**config.mk**
```make
export PLATFORM = sky130hd
export DESIGN_NAME = mem_bist_ctrl_flat
export DESIGN_NICKNAME = d
export VERILOG_FILES = /design/src/rtl/mem_bist_ctrl_pkg.sv /design/src/rtl/mem_bist_ctrl_if.sv /design/src/rtl/mem_bist_ctrl_pattern.sv /design/src/rtl/mem_bist_ctrl.sv /design/src/flat_wrapper.sv
export SDC_FILE = /design/constraint.sdc
export NUM_CORES = 1
export LEC_CHECK = 0
export BUFFER_PORTS_ARGS = -buffer_cell sky130_fd_sc_hd__buf_2
export CAP_MARGIN = 10
export CORE_MARGIN = 2
export CORE_UTILIZATION = 45
export CTS_BUF_LIST = sky130_fd_sc_hd__clkbuf_2 sky130_fd_sc_hd__clkbuf_4 sky130_fd_sc_hd__clkbuf_8
export DETAILED_ROUTE_END_ITERATION = 12
export PLACE_DENSITY = 0.79
export SYNTH_ARGS = -nofsm -noshare
export SYNTH_HDL_FRONTEND = slang
export SYNTH_SLANG_ARGS = --single-unit
```
**constraint.sdc**
```tcl
create_clock -name clk -period 4.3 [get_ports clk]
set_clock_uncertainty 0.05 [all_clocks]
set_input_delay 0.86 -clock clk [delete_from_list [all_inputs] [get_ports clk]]
set_output_delay 0.86 -clock clk [all_outputs]
set_load 0.05 [all_outputs]
```
**src/rtl/mem_bist_ctrl_pkg.sv**
```systemverilog
// Shared definitions for the memory BIST controller: default geometry,
// controller state encoding and the pattern increment constant.
package mem_pkg;

    localparam int WIDTH_DEF = 32;
    localparam int DEPTH_DEF = 256;
    localparam int ADDR_DEF  = 8;

    // Golden-ratio increment; callers truncate it to their data width.
    localparam logic [31:0] PAT_INC = 32'h9E3779B9;

    typedef enum logic [2:0] {
        IDLE  = 3'd0,
        WRITE = 3'd1,
        TURN  = 3'd2,
        READ  = 3'd3,
        DONE  = 3'd4
    } state_t;

endpackage

```
**src/rtl/mem_bist_ctrl_if.sv**
```systemverilog
// Memory request/response bus between the BIST controller (master) and the
// memory under test (slave).
interface mem_bist_ctrl_if
    import mem_pkg::*;
#(
    parameter int WIDTH = WIDTH_DEF,
    parameter int ADDR  = ADDR_DEF
) ();

    logic [ADDR-1:0]  addr;
    logic [WIDTH-1:0] wdata;
    logic             wrbar;
    logic             valid;
    logic             ready;
    logic [WIDTH-1:0] rdata;

    modport master (
        output addr, wdata, wrbar, valid,
        input  ready, rdata
    );

    modport slave (
        input  addr, wdata, wrbar, valid,
        output ready, rdata
    );

endinterface

```
**src/rtl/mem_bist_ctrl_pattern.sv**
```systemverilog
// Data pattern generator: an accumulator that loads a seed and then adds a
// fixed increment on every step, giving P(k) = seed + k*INC without a multiplier.
module mem_bist_pattern #(
    parameter int               WIDTH = 32,
    parameter logic [WIDTH-1:0] INC   = '0
) (
    input  logic             clk,
    input  logic             rst,
    input  logic             load_i,
    input  logic [WIDTH-1:0] seed_i,
    input  logic             step_i,
    output logic [WIDTH-1:0] pat_o
);

    logic [WIDTH-1:0] pat_q;

    // Accumulator: load wins over step so a phase always restarts from the seed.
    always_ff @(posedge clk or posedge rst) begin
        if (rst) begin
            pat_q <= '0;
        end else if (load_i) begin
            pat_q <= seed_i;
        end else if (step_i) begin
            pat_q <= pat_q + INC;
        end else begin
            pat_q <= pat_q;
        end
    end

    assign pat_o = pat_q;

endmodule

```
**src/rtl/mem_bist_ctrl.sv**
```systemverilog
// Memory BIST controller: writes a seeded arithmetic pattern over an address
// window, turns the bus around for one cycle, reads the window back and
// reports mismatch count, first failing address and a pass flag.
module mem_bist_ctrl
    import mem_pkg::*;
#(
    parameter int WIDTH = WIDTH_DEF,
    parameter int DEPTH = DEPTH_DEF,
    parameter int ADDR  = ADDR_DEF
) (
    input  logic             clk,
    input  logic             rst,
    input  logic             start,
    input  logic [ADDR-1:0]  start_addr,
    input  logic [ADDR:0]    num_loc,
    input  logic [WIDTH-1:0] seed,
    output logic             busy,
    output logic             done,
    output logic             pass,
    output logic [ADDR:0]    err_count,
    output logic [ADDR-1:0]  first_err_addr,
    mem_bist_ctrl_if.master  mem
);

    localparam logic [ADDR:0]   DEPTH_W  = (ADDR+1)'(DEPTH);
    localparam logic [ADDR:0]   ONE_CNT  = (ADDR+1)'(1);
    localparam logic [ADDR-1:0] ONE_ADDR = ADDR'(1);

    state_t           state_q, state_d;
    logic [ADDR-1:0]  start_addr_q;
    logic [ADDR:0]    num_q;
    logic [WIDTH-1:0] seed_q;
    logic [ADDR-1:0]  addr_q;
    logic [ADDR:0]    cnt_q;
    logic             busy_q, done_q, pass_q;
    logic [ADDR:0]    err_q;
    logic [ADDR-1:0]  first_q;

    logic             valid_s, wrbar_s;
    logic [ADDR-1:0]  addr_s;
    logic [WIDTH-1:0] wdata_s;
    logic [WIDTH-1:0] pat_s;
    logic [WIDTH-1:0] load_val_s;
    logic             load_s;
    logic [ADDR:0]    num_clamp_s;
    logic             accept_s, beat_s, last_s, mismatch_s;

    assign num_clamp_s = (num_loc > DEPTH_W) ? DEPTH_W : num_loc;
    assign accept_s    = (state_q == IDLE) && start;
    assign beat_s      = valid_s && mem.ready;
    assign last_s      = (cnt_q == (num_q - ONE_CNT));
    assign mismatch_s  = (state_q == READ) && beat_s && (mem.rdata != pat_s);

    // Pattern reload source: live seed on acceptance, captured seed before READ.
    always_comb begin
        load_s     = 1'b0;
        load_val_s = seed_q;
        if (accept_s) begin
            load_s     = 1'b1;
            load_val_s = seed;
        end else if (state_q == TURN) begin
            load_s     = 1'b1;
            load_val_s = seed_q;
        end else begin
            load_s     = 1'b0;
            load_val_s = seed_q;
        end
    end

    mem_bist_pattern #(
        .WIDTH (WIDTH),
        .INC   (WIDTH'(PAT_INC))
    ) u_pattern (
        .clk    (clk),
        .rst    (rst),
        .load_i (load_s),
        .seed_i (load_val_s),
        .step_i (beat_s),
        .pat_o  (pat_s)
    );

    // State register.
    always_ff @(posedge clk or posedge rst) begin
        if (rst) begin
            state_q <= IDLE;
        end else begin
            state_q <= state_d;
        end
    end

    // Next-state logic; beats only advance the phase when they complete.
    always_comb begin
        state_d = state_q;
        case (state_q)
            IDLE: begin
                if (start) begin
                    state_d = (num_clamp_s == '0) ? DONE : WRITE;
                end else begin
                    state_d = IDLE;
                end
            end
            WRITE: begin
                if (beat_s && last_s) begin
                    state_d = TURN;
                end else begin
                    state_d = WRITE;
                end
            end
            TURN: state_d = READ;
            READ: begin
                if (beat_s && last_s) begin
                    state_d = DONE;
                end else begin
                    state_d = READ;
                end
            end
            DONE:    state_d = IDLE;
            default: state_d = IDLE;
        endcase
    end

    // Bus outputs: driven only in the two transfer phases, zero elsewhere.
    always_comb begin
        valid_s = 1'b0;
        wrbar_s = 1'b0;
        addr_s  = '0;
        wdata_s = '0;
        case (state_q)
            WRITE: begin
                valid_s = 1'b1;
                wrbar_s = 1'b1;
                addr_s  = addr_q;
                wdata_s = pat_s;
            end
            READ: begin
                valid_s = 1'b1;
                wrbar_s = 1'b0;
                addr_s  = addr_q;
                wdata_s = '0;
            end
            default: begin
                valid_s = 1'b0;
                wrbar_s = 1'b0;
                addr_s  = '0;
                wdata_s = '0;
            end
        endcase
    end

    // Datapath: command capture, beat address/count, and result bookkeeping.
    always_ff @(posedge clk or posedge rst) begin
        if (rst) begin
            start_addr_q <= '0;
            num_q        <= '0;
            seed_q       <= '0;
            addr_q       <= '0;
            cnt_q        <= '0;
            busy_q       <= 1'b0;
            done_q       <= 1'b0;
            pass_q       <= 1'b0;
            err_q        <= '0;
            first_q      <= '0;
        end else begin
            busy_q <= (state_d != IDLE);
            done_q <= (state_q == DONE);
            case (state_q)
                IDLE: begin
                    if (start) begin
                        start_addr_q <= start_addr;
                        num_q        <= num_clamp_s;
                        seed_q       <= seed;
                        addr_q       <= start_addr;
                        cnt_q        <= '0;
                        pass_q       <= 1'b0;
                        err_q        <= '0;
                        first_q      <= '0;
                    end else begin
                        addr_q <= addr_q;
                    end
                end
                WRITE: begin
                    if (beat_s) begin
                        addr_q <= addr_q + ONE_ADDR;
                        cnt_q  <= cnt_q + ONE_CNT;
                    end else begin
                        addr_q <= addr_q;
                    end
                end
                TURN: begin
                    addr_q <= start_addr_q;
                    cnt_q  <= '0;
                end
                READ: begin
                    if (beat_s) begin
                        addr_q <= addr_q + ONE_ADDR;
                        cnt_q  <= cnt_q + ONE_CNT;
                    end else begin
                        addr_q <= addr_q;
                    end
                    if (mismatch_s) begin
                        err_q <= err_q + ONE_CNT;
                        if (err_q == '0) begin
                            first_q <= addr_q;
                        end else begin
                            first_q <= first_q;
                        end
                    end else begin
                        err_q <= err_q;
                    end
                end
                DONE: begin
                    pass_q <= (err_q == '0);
                end
                default: begin
                    addr_q <= addr_q;
                end
            endcase
        end
    end

    assign mem.valid      = valid_s;
    assign mem.wrbar      = wrbar_s;
    assign mem.addr       = addr_s;
    assign mem.wdata      = wdata_s;
    assign busy           = busy_q;
    assign done           = done_q;
    assign pass           = pass_q;
    assign err_count      = err_q;
    assign first_err_addr = first_q;

endmodule

```
**src/flat_wrapper.sv**
```systemverilog
// flat-port wrapper written by rule: the top's interface ports become plain ports
module mem_bist_ctrl_flat import mem_pkg::*;
#(
    parameter int WIDTH = WIDTH_DEF,
    parameter int DEPTH = DEPTH_DEF,
    parameter int ADDR  = ADDR_DEF
)
  (clk, rst, start, start_addr, num_loc, seed, busy, done, pass, err_count, first_err_addr, mem_addr, mem_wdata, mem_wrbar, mem_valid, mem_ready, mem_rdata);
  mem_bist_ctrl_if #(.WIDTH(WIDTH), .ADDR(ADDR)) mem_i ();
  input  logic clk;
  input  logic rst;
  input  logic start;
  input  logic [ADDR-1:0] start_addr;
  input  logic [ADDR:0] num_loc;
  input  logic [WIDTH-1:0] seed;
  output logic busy;
  output logic done;
  output logic pass;
  output logic [ADDR:0] err_count;
  output logic [ADDR-1:0] first_err_addr;
  output wire logic [$bits(mem_i.addr)-1:0] mem_addr;
  output wire logic [$bits(mem_i.wdata)-1:0] mem_wdata;
  output wire logic [$bits(mem_i.wrbar)-1:0] mem_wrbar;
  output wire logic [$bits(mem_i.valid)-1:0] mem_valid;
  input wire logic [$bits(mem_i.ready)-1:0] mem_ready;
  input wire logic [$bits(mem_i.rdata)-1:0] mem_rdata;
  assign mem_addr = mem_i.addr;
  assign mem_wdata = mem_i.wdata;
  assign mem_wrbar = mem_i.wrbar;
  assign mem_valid = mem_i.valid;
  assign mem_i.ready = mem_ready;
  assign mem_i.rdata = mem_rdata;
  mem_bist_ctrl #(.WIDTH(WIDTH), .DEPTH(DEPTH), .ADDR(ADDR)) u_core (.clk(clk), .rst(rst), .start(start), .start_addr(start_addr), .num_loc(num_loc), .seed(seed), .busy(busy), .done(done), .pass(pass), .err_count(err_count), .first_err_addr(first_err_addr), .mem(mem_i));
endmodule
```
### After elaboration in Yosys (flattened, before gate mapping)

Index checks and enable logic that the tools add are counted.

| word-level totals | value |
|---|---|
| bits in registers | 121 |
| input port bits | 85 |
| output and inout bits | 62 |
| word-level logic and storage cells | 76 |

| operators by class | value |
|---|---|
| $add $sub $neg | 5 |
| order comparisons | 1 |
| equality and inequality tests | 10 |
| muxes and demuxes | 29 |
| reduce and logical (&&, ||, !) cells | 19 |

Operator list:

| operator | number |
|---|---|
| 32-bit two-way mux | 4 |
| 8-bit two-way mux | 6 |
| 9-bit two-way mux | 4 |
| 32-bit adder (second input constant) | 1 |
| 32-bit != test | 1 |
| 9-bit case mux with 3 select lines | 1 |
| 8-bit case mux with 3 select lines | 1 |
| 9-bit by 1-bit adder with 9-bit output (second input constant) | 2 |
| 9-bit zero test | 2 |
| 9-bit case mux with 2 select lines | 1 |
| 8-bit case mux with 2 select lines | 1 |
| 3-bit case mux with 4 select lines | 1 |
| 9-bit == test | 1 |
| 9-bit greater-than comparator (second input constant) | 1 |
| 3-bit two-way mux | 3 |
| 9-bit by 1-bit subtractor with 9-bit output (second input constant) | 1 |
| 8-bit by 1-bit adder with 8-bit output (second input constant) | 1 |
| 3-bit by 2-bit == test with 1-bit output (second input constant) | 2 |
| 3-bit AND reduction | 2 |
| 2-bit nonzero test | 3 |
| 3-bit nonzero test | 2 |
| 1-bit logical AND | 5 |
| 1-bit two-way mux | 5 |
| 2-bit by 1-bit != test with 1-bit output (second input constant) | 2 |
| 9 further kinds | 11 |

### Depth between registers and ports, before layout

| depth | value |
|---|---|
| depth in word-level cells | 8 |
| gate-level depth with buffers | 11 |
| mapped depth without buffers | 8 |

### Modules after synthesis

Synthesis repeated with hierarchy kept, for this count alone.

| second synthesis, totals | value |
|---|---|
| cell total of the unflattened synthesis | 828 |
| area, all modules | 7191.9 um^2 |

By module, submodules not included:

| module | times used | cells each | area an instance (um^2) | sequential area each (um^2) |
|---|---|---|---|---|
| mem_bist_ctrl | 1 | 576 | 5016.1 | 2227.1 |
| mem_bist_pattern | 1 | 252 | 2175.8 | 800.8 |

### Worst setup path before layout

No wires, ideal clock.

| timing path | value |
|---|---|
| path type | register to output |
| from | register u_core.state_q[0] |
| to | output port mem_wdata[30] |
| data arrival time | 2113 ps |
| data required time | 3390 ps |
| path slack | 1277 ps |
| stages on the path, launching flop included | 8 |
| buffers on the path | 4 |
| cells stage by stage | dfrtp_1 -> buf_2 -> nand2b_1 -> clkbuf_1 -> inv_1 -> clkbuf_1 -> clkbuf_1 -> and3_1 |

| between the ends | value |
|---|---|
| longest elaborated chain between the ends | 2 |

RTL lines:

| element | line | text |
|---|---|---|
| from (decl) | mem_bist_ctrl.sv:29 | `state_t state_q, state_d;` |
| from (signal assigned) | mem_bist_ctrl.sv:87 | `state_q <= state_d;` |
| 3-bit by 1-bit == test with 1-bit output | mem_bist_ctrl.sv:128 | `case (state_q)` |
| 32-bit two-way mux | mem_bist_ctrl.sv:128 |  |
| to (decl) | flat_wrapper.sv:22 | `output wire logic [$bits(mem_i.wdata)-1:0] mem_wdata;` |

No other way between the ends.

### Worst setup path after layout

| timing path | value |
|---|---|
| from | register u_core.state_q[1] |
| to | output port mem_wdata[30] |

The elaborated chain is that of the path after synthesis.

==> results.ini <==
[finish]
multi_input_area_mm2=0.003558
area_growth_pct=18.40
n_antenna_cell=0
final_net_count=1019
nFillCells=1375
drive_gt1_share_pct=22.32
seqCellArea_mm2=0.003028

[sta]
fmax_ghz=0.2907
slew_viol_final=0
slew_headroom_pct=31.97
period_minus_slack_ns=3.440
worst_pin_slew_ns=1.019
setup_viol=0
fin_setup_tns_ns=0
rsz0062_at_grt=false
post-route-period-util_pct=80.00
hold_viol_final=0

[yosys]
synth.area.top_cells=dfrtp_1 44%, nand2_1 10%, xnor2_1 5.5%
syn_avg_cell_area_um2=8.536
synth_xor_area_share_pct=7.156
yosysTopAreaCellShare_pct=44.18
synth-async-reset-ratio_pct=100.0
synth_compound_area_share_pct=15.92
synthAdderAreaFrac_pct=1.095
synth.distinct_cells=68
ys_ff_latch=121
yosysSeqAreaShare_pct=44.18
yosysMostFrequentCell=nand2_1
synth-simple-area-share_pct=26.60
synth_top_family_by_area=simple AND/OR/NAND/NOR gates
syn-instance-count=803
synth.area.mux_share_pct=0.9127
synth_edf_count=0
syn-num-nets=894
synth_common_cells=184 x nand2_1, 121 x dfrtp_1, 52 x nor2_1
yosysWarningCount=0
syn_area_mm2=0.006854
synth_ff_type=dfrtp_1
synth_area_leader_cell=dfrtp_1

[setup_path]
crit_path_start_kind=flop
slowest_delay_ns=0.86
cp.required_ns=3.39
r2r_start=u_core.state_q[0]
crit_fanout=34
reg2reg_slack_ns=1.22
reg2reg_to=u_core.first_err_addr[6]
crit_type=flop to primary output
cp-end-kind=primary output
rr_worst_depth=8
cp.arrival_ns=2.53
path_cells=inv_1, and3_1, buf_2
crit_path_top_delay_cell=inv_1

[clocking]
ctsResizeCount=0
clockBufferDepth=2
cts_sinks=121
cts_root_buf=clkbuf_8
cts_setup_buffers=0
clock_latency_ns=0.45
cts_hold_buf=0
clkTransAtPathRegs_ns=0.07
numCtsBuffers=17
cts_tree=done
htreeDepth=4

[grt]
grt_first_pass_wirelength_um=31130
grt_usage_pct=24.30
grt_pass1_vias=6066
antenna_found_initial=0
grt_overflow=0
grt_max_degree=72

[power]
p_per_area_mw_per_mm2=907.3
fin_total_pwr_mw=7.363
leakagePower_nw=3.883
ir_drop_uv=442.0

[drt]
dr.pass1.iters=6
drc=0
drt_wl_total_um=19590
routedWlPerCell_um=17.35
drt_iter0_drc=680
routed_via_density=5.810
dr_total_vias=6559
ant_nets=0

[min_path]
hold_depth=2
hold_end=u_core.seed_q[4]
hp-class=flop to flop
hold_start=u_core.seed_q[4]

[die]
dieWidth_um=127.4
core_area_mm2=0.01503
start_util_pct=45.59
row_count=45
dieHeight_um=127.4
ios=147
die_area_mm2=0.01623

[run_status]
run_status=finished, final reports clean

[placement]
io_buffers=146
gp_congestion=0.9392
dp_hpwl_um=13870

[flow_run]
max_cap_violations=0

final cells by class:
cell class                      count  share of cell area (%)
Tap cell                          188                   2.899
Multi-Input combinational cell    609                   43.85
Inverter                           19                  0.9097
Timing Repair Buffer              160                   10.30
Clock buffer                       19                   3.145
Clock inverter                     13                   1.588
Sequential cell                   121                   37.31
cell families (layout without fill, tap and decap cells):
kind of cell / after synthesis / after routing
XOR/XNOR: 56 / 56
AND/OR/NAND/NOR: 383 / 383
adder cells (fa/ha/maj): 6 / 6
AO/OA/AOI/OAI: 158 / 158
flip-flops: 121 / 121
buffers and inverters: 73 / 211
multiplexers: 6 / 6
routing by layer:
layer | vias to the layer above | GRT usage (%) | routed length, µm
met5 | - | 0 | 0
met4 | 0 | 8.985 | 484
met3 | 46 | 4.481 | 1387
met2 | 310 | 38.28 | 9255
met1 | 3143 | 33.63 | 8465
li1 | 3060 | - | -
critical path: cells and delay by family, from the launching register on:
family	cells	cell delay, ns
AND/OR/NAND/NOR	1	0.33
buffers and inverters	2	1.15
flip-flops	1	0.61
power by group:
group	internal, mW	leakage, nW	switching, mW	total (mW)
clock	0.529	0.190	0.456	0.985
sequential	1.62	1.52	0.644	2.27
combinational	1.29	2.17	2.82	4.11
stage by stage:
stage / area [µm²] / utilization [%] / hold slack [ns] / setup slack (ns) / std cells
after floorplan: 6854 / - / 0.3840 / 0.1758 / 803
after global placement: 7731 / 51.43 / 0.3986 / 0.9859 / 1097
after detailed placement: 7731 / 51.43 / 0.4092 / 0.9276 / 1097
after CTS: 8115 / 53.98 / 0.4265 / 0.9005 / 1129
after global routing: 8115 / 53.98 / 0.4380 / 0.7471 / 1129
final: 8115 / 53.98 / 0.4239 / 0.8602 / 1129
registers in the layout, indices dropped and copies added (netlist names), 8 cells and up:
| name | cells |
|---|---|
| u_core.num_q | 9 |
| u_core.cnt_q | 9 |
| u_core.addr_q | 8 |
| u_core.first_err_addr | 8 |
| u_core.start_addr_q | 8 |
| u_core.u_pattern.pat_o | 32 |
| u_core.err_count | 9 |
| u_core.seed_q | 32 |
layout by cell type, fill, tap and decap left out, types with 5 or more instances in the layout:
cell and instances:
buf_2 146, nand3_1 13, inv_1 18, and2_1 10
nand2_1 184, nand4_1 19, or3_1 6, a221o_1 6
ha_1 6, o21ai_0 33, a22oi_1 5, a21oi_1 33
nor4_1 7, a211oi_1 7, nor3b_1 6, nor3_1 14
a22o_1 9, o22ai_1 6, clkbuf_8 18, clkinv_2 6
dfrtp_1 121, buf_4 14, nor2_1 52, and3_1 38
nand3b_1 12, xor2_1 13, o21ai_1 8, xnor2_1 43
a31oi_1 6
how the worst max path moves through the flow:
stage,startpoint,endpoint,cells past startpoint
floorplan,rst,u_core.addr_q[0],1
global placement,mem_rdata[0],u_core.first_err_addr[5],7
detailed placement,mem_rdata[29],u_core.first_err_addr[5],7
CTS,u_core.state_q[1],mem_wdata[30],3
global route,u_core.state_q[1],mem_wdata[30],3
finish,u_core.state_q[1],mem_wdata[30],3
(Power assumes the default switching activity.)
